File: src/rtl/multi_channel_controlled_counter.sv
// NUM_CH programmable-limit up-counters sequenced by an IDLE/RUN/DONE FSM, plus a W sum register.
// Optional macro CC_PAUSE_EN adds a pause input that stalls RUN.
module multi_channel_controlled_counter #(
    parameter int NUM_CH = 2,
    parameter int CNT_W  = 4,
    parameter int SUM_W  = 5
) (
    input  logic                    clk,
    input  logic                    reset,
    input  logic                    start,
    input  logic [NUM_CH*CNT_W-1:0] limit_flat,
    input  logic                    load_w,
`ifdef CC_PAUSE_EN
    input  logic                    pause,
`endif
    output logic                    busy,
    output logic                    done,
    output logic [NUM_CH-1:0]       ch_done,
    output logic [NUM_CH*CNT_W-1:0] count_flat,
    output logic [SUM_W-1:0]        w_output
);

    generate
        if (NUM_CH < 1 || NUM_CH > 8) begin : g_bad_num_ch
            $error("NUM_CH must be in 1..8");
        end
        if (SUM_W < CNT_W + $clog2(NUM_CH)) begin : g_bad_sum_w
            $error("SUM_W too narrow for the channel sum");
        end
    endgenerate

    typedef enum logic [1:0] {
        IDLE = 2'd0,
        RUN  = 2'd1,
        DONE = 2'd2
    } state_t;

    state_t                         state_q, state_d;
    logic [NUM_CH-1:0][CNT_W-1:0]   cnt_q, cnt_d;
    logic [NUM_CH-1:0][CNT_W-1:0]   lim_q, lim_d;
    logic [NUM_CH-1:0][CNT_W-1:0]   lim_in;
    logic [SUM_W-1:0]               w_q, w_d;
    logic                           run_en;
    logic                           all_hit;

    assign lim_in = limit_flat;

`ifdef CC_PAUSE_EN
    assign run_en = ~pause;
`else
    assign run_en = 1'b1;
`endif

    // Zero-extended sum of all channel counts; SUM_W is checked wide enough above.
    function automatic logic [SUM_W-1:0] chan_sum(input logic [NUM_CH-1:0][CNT_W-1:0] c);
        logic [SUM_W-1:0] acc;
        acc = '0;
        for (int i = 0; i < NUM_CH; i++) begin
            acc = acc + SUM_W'(c[i]);
        end
        return acc;
    endfunction

    always_comb begin
        state_d = state_q;
        cnt_d   = cnt_q;
        lim_d   = lim_q;
        w_d     = load_w ? chan_sum(cnt_q) : w_q;
        all_hit = 1'b1;
        unique case (state_q)
            IDLE, DONE: begin
                if (start) begin
                    lim_d   = lim_in;
                    cnt_d   = '0;
                    state_d = (lim_in == '0) ? DONE : RUN;
                end
            end
            RUN: begin
                if (run_en) begin
                    for (int i = 0; i < NUM_CH; i++) begin
                        if (cnt_q[i] < lim_q[i]) begin
                            cnt_d[i] = cnt_q[i] + CNT_W'(1);
                        end
                        if (cnt_d[i] != lim_q[i]) begin
                            all_hit = 1'b0;
                        end
                    end
                    if (all_hit) begin
                        state_d = DONE;
                    end
                end
            end
            default: state_d = IDLE;
        endcase
    end

    always_ff @(negedge clk) begin
        if (!reset) begin
            state_q <= IDLE;
            cnt_q   <= '0;
            lim_q   <= '0;
            w_q     <= '0;
        end else begin
            state_q <= state_d;
            cnt_q   <= cnt_d;
            lim_q   <= lim_d;
            w_q     <= w_d;
        end
    end

    always_comb begin
        ch_done = '0;
        if (state_q != IDLE) begin
            for (int i = 0; i < NUM_CH; i++) begin
                ch_done[i] = (cnt_q[i] == lim_q[i]);
            end
        end
    end

    assign busy       = (state_q == RUN);
    assign done       = (state_q == DONE);
    assign count_flat = cnt_q;
    assign w_output   = w_q;

endmodule
File: config.mk
export PLATFORM = sky130hd
export DESIGN_NAME = multi_channel_controlled_counter
export DESIGN_NICKNAME = d
export VERILOG_FILES = /design/src/rtl/multi_channel_controlled_counter.sv
export SDC_FILE = /design/constraint.sdc
export NUM_CORES = 1
export LEC_CHECK = 0
export BUFFER_PORTS_ARGS = -buffer_cell sky130_fd_sc_hd__buf_2
export CAP_MARGIN = 25
export CORE_MARGIN = 3
export CORE_UTILIZATION = 30
export CTS_BUF_LIST = sky130_fd_sc_hd__clkbuf_2
export CTS_CLUSTER_DIAMETER = 60
export DETAILED_ROUTE_END_ITERATION = 8
export PLACE_DENSITY_LB_ADDON = 0.1
export SYNTH_ARGS = -nofsm -noshare
export SYNTH_HDL_FRONTEND = slang
export SYNTH_SLANG_ARGS = --single-unit
File: constraint.sdc
create_clock -name clk -period 2.9 [get_ports clk]
set_clock_uncertainty 0.2 [all_clocks]
set_input_delay 0.29 -clock clk [delete_from_list [all_inputs] [get_ports clk]]
set_output_delay 0.29 -clock clk [all_outputs]
set_load 0.05 [all_outputs]
==> results.md <==
- Worst hold margin: 0.300 ns
- Post-CTS clock slew at the launch and capture registers of the worst setup and hold paths: 0.06 ns
- Die Footprint: 5940 um^2
- Leakage dissipation: 1.23 nW
- Via count of the first global-routing pass: 1,755
- Final Hold Vio Count: 0
- Via density: ~4.7
- Post-detailed-placement cell area: 2050 um^2
- Finished layout cell area: around 2600 um^2
- Starting utilization of the core area: 0.315
- Number of max-cap violations: 0
- Residual antenna-violating net count after detailed routing: 0
- Final global-route overflow total: 0
- Final non-filler cell total: ~350
- Largest net degree at the start of global routing: 13
- Post-synthesis instance area: 1520 um^2
- Number of core rows: 25
- Yosys synthesis warning count: 0
- Placed instance count: approximately 310
- Half-perimeter wire length after placement: between 3000 and 4000 um
- Number of synthesized flops with an enable pin: 0
- Count of buffering cells on the critical path with inverters included: 1
- Total routing resource utilization after global routing: 0.165
- Wire length of the first global-routing pass: around 8000 um
- Type of origin of the critical path: register
- CP arrival: 2.90 ns
- Total power density per cell area: between 400 and 500 nW/um^2
- Violated checks: setup timing
- Kind of cell with the highest combined delay on the critical path: flip-flops
- # hold bufs at CTS: 0
- Number of remaining DRC errors: 0
- Die height: between 70 and 80 um
- Setup total negative slack: -1.98 ns
- Critical path required time: 2.41 ns
- VDD IR-drop max: 349 uV
- Ratio of cells with drive above 1 in the final layout: 0.441
- Rel. slew slack: 0.740
- Synthesized netlist cell count: 191
- Count of endpoints failing setup in the final report: 12
- Routed Wire Length: between 4000 and 5000 um
- Final routed wire length divided by cell count: 12.8 um
- Clock root buffer master: sky130_fd_sc_hd__clkbuf_2
- Total of buffers placed on input and output ports: 28
- Worst setup slack after placement: -0.218 ns
- Fraction of the yosys area taken by sequential cells: 0.304
- Routability-driven placement congestion ratio: approximately 0.82
- Worst r2r src: count_flat[4]
- TritonCTS Buffers: 3
- Maximum fanout count along the critical path: 2
- Worst Max-Slew Pin Slew: around 0.4 ns
- Sort of element at the end of the critical path: primary output
- #FFs+latches synth: 23
- WS Path Type: register to primary output
- Launching instance or port of the critical path: count_flat[7]
- Post-Syn Nets: 218
- Num Clock Sinks: 23
- Min-delay worst type: register to register
- Final Net Count: 314
- Status: finished with violations
- Maximum count of clock buffers along a single path: 2
- Total count of max-transition violations in the final report: 0
- Total number of vias: ~1,700
- Worst-path cell chain: ha_4 -> nand2_4 -> nor3_4 -> buf_6
- Post-synth top flop: sky130_fd_sc_hd__dfxtp_1
- Clock insertion delay at the later pin of the skew report: between 0.4 and 0.5 ns
- Register-to-register setup slack: 0.46 ns
- Async S/R FF share, synth: 0
- Number of antenna violations at the first check in global routing: 0
- Iter 0 DRT Violations: 100
- Average cell area after synthesis: 7.93 um^2
- Worst hold start: w_output[3]
- Core Region: 4820 um^2
- Boundary Pins: 29
- Number of optimization iterations in the first detailed-route pass: 4
- Layout overhead on the synthesized area: 69.9%
- Slowest cell delay on critical path: 0.36 ns
- CTS H-Tree Depth: 1
- Setup repair after global routing missed its margin: true
- Setup ws final: -0.494 ns
- Chip width: ~77 um
- CTS tree: built
- Synth unique cells: 38
- Slowest CP cell: sky130_fd_sc_hd__dfxtp_4
- Diode count: 0
[area by class of cell]
type,count,area (um^2)
Tap cell,67,83.8
Clock buffer,3,15.0
Inverter,16,65.1
Clock inverter,24,90.1
Timing Repair Buffer,74,678
Fill cell,479,2240
Sequential cell,23,505
Multi-Input combinational cell,146,1140
[cell families after synthesis]
| kind of cell | count (synthesis) | share of synthesized area |
|---|---|---|
| compound gates | 46 | 0.187 |
| buf+inv | 22 | 0.0545 |
| simple gates | 66 | 0.206 |
| flops | 23 | 0.304 |
| xor+xnor | 14 | 0.0859 |
| mux | 5 | 0.0339 |
| fa+ha+maj | 15 | 0.129 |
[synth_stat cells (all sizes together) (4+ instances only)]
| library cell | count | area, um^2 |
|---|---|---|
| a21oi | 21 | 105 |
| clkbuf | 5 | 18.8 |
| dfxtp | 23 | 460 |
| ha | 14 | 175 |
| inv | 16 | 60.1 |
| mux2i | 4 | 40.0 |
| nand2 | 28 | 105 |
| nor2 | 13 | 48.8 |
| nor2b | 4 | 25.0 |
| nor4 | 5 | 31.3 |
| o21ai | 7 | 35.0 |
| xnor2 | 7 | 68.8 |
| xor2 | 7 | 61.3 |
[metrics by stage]
| stage | util | total power, mW |
|---|---|---|
| floorplan | - | 0.640 |
| global placement | 0.426 | 0.764 |
| detailed placement | 0.426 | 0.764 |
| CTS | 0.518 | 1.05 |
| global route | 0.535 | 1.15 |
| finish | 0.535 | 1.04 |
[metal layers]
layer,track usage,share of wire,vias to the layer above
met4,0.0712,0.018,0
met1,0.186,0.42,756
met2,0.285,0.52,38
met3,0.0505,0.042,8
li1,-,-,860
met5,0,0,-
[worst reg2reg max path: stages, from the launching register on]
cell and delay, ns:
sky130_fd_sc_hd__dfxtp_4 0.35, sky130_fd_sc_hd__buf_6 0.11, sky130_fd_sc_hd__buf_4 0.12, sky130_fd_sc_hd__buf_4 0.15, sky130_fd_sc_hd__ha_1 0.32, sky130_fd_sc_hd__xnor2_1 0.19
sky130_fd_sc_hd__and3_1 0.18, sky130_fd_sc_hd__nand4b_1 0.10, sky130_fd_sc_hd__a211oi_1 0.22, sky130_fd_sc_hd__o32ai_1 0.16, sky130_fd_sc_hd__a31o_1 0.23
[path summary, 6_finish.rpt]
check / cells past startpoint / endpoint
worst max register to register: 10 / state_q[0]
worst min-delay path: 2 / w_output[3]
worst max-delay path: 4 / ch_done[1]
worst min register to register: 2 / w_output[3]
[power breakdown]
group	total, mW	switching, mW	leakage (nW)	internal [mW]
registers	0.346	0.0136	0.199	0.333
clock network	0.257	0.185	0.140	0.0721
logic	0.435	0.234	0.886	0.201
total	1.04	0.432	1.23	0.606
[state kept, by name, summed over array words and instances (netlist names)]
name,flops
count_flat,8
lim_q,8
state_q,2
w_output,5
[what timing repair did]
item	in CTS	in global routing
pin swaps	7	4
endpoints found under the setup margin	17	17
setup buffers	9	8
gates resized for setup	78	16
gates cloned	0	0
[layout by cell type (no fill, tap or decap), drive strengths merged, types with 3 or more instances in the layout]
cell,instances
a21oi,21
inv,39
nand2b,3
nor2,13
dfxtp,23
o21ai,7
xor2,7
buf,74
nor2b,4
xnor2,7
o32ai,3
clkbuf,3
nand2,28
mux2i,4
a211oi,3
nand3,3
nor4,5
ha,14
nor3,3
(Power assumes the default switching activity.)
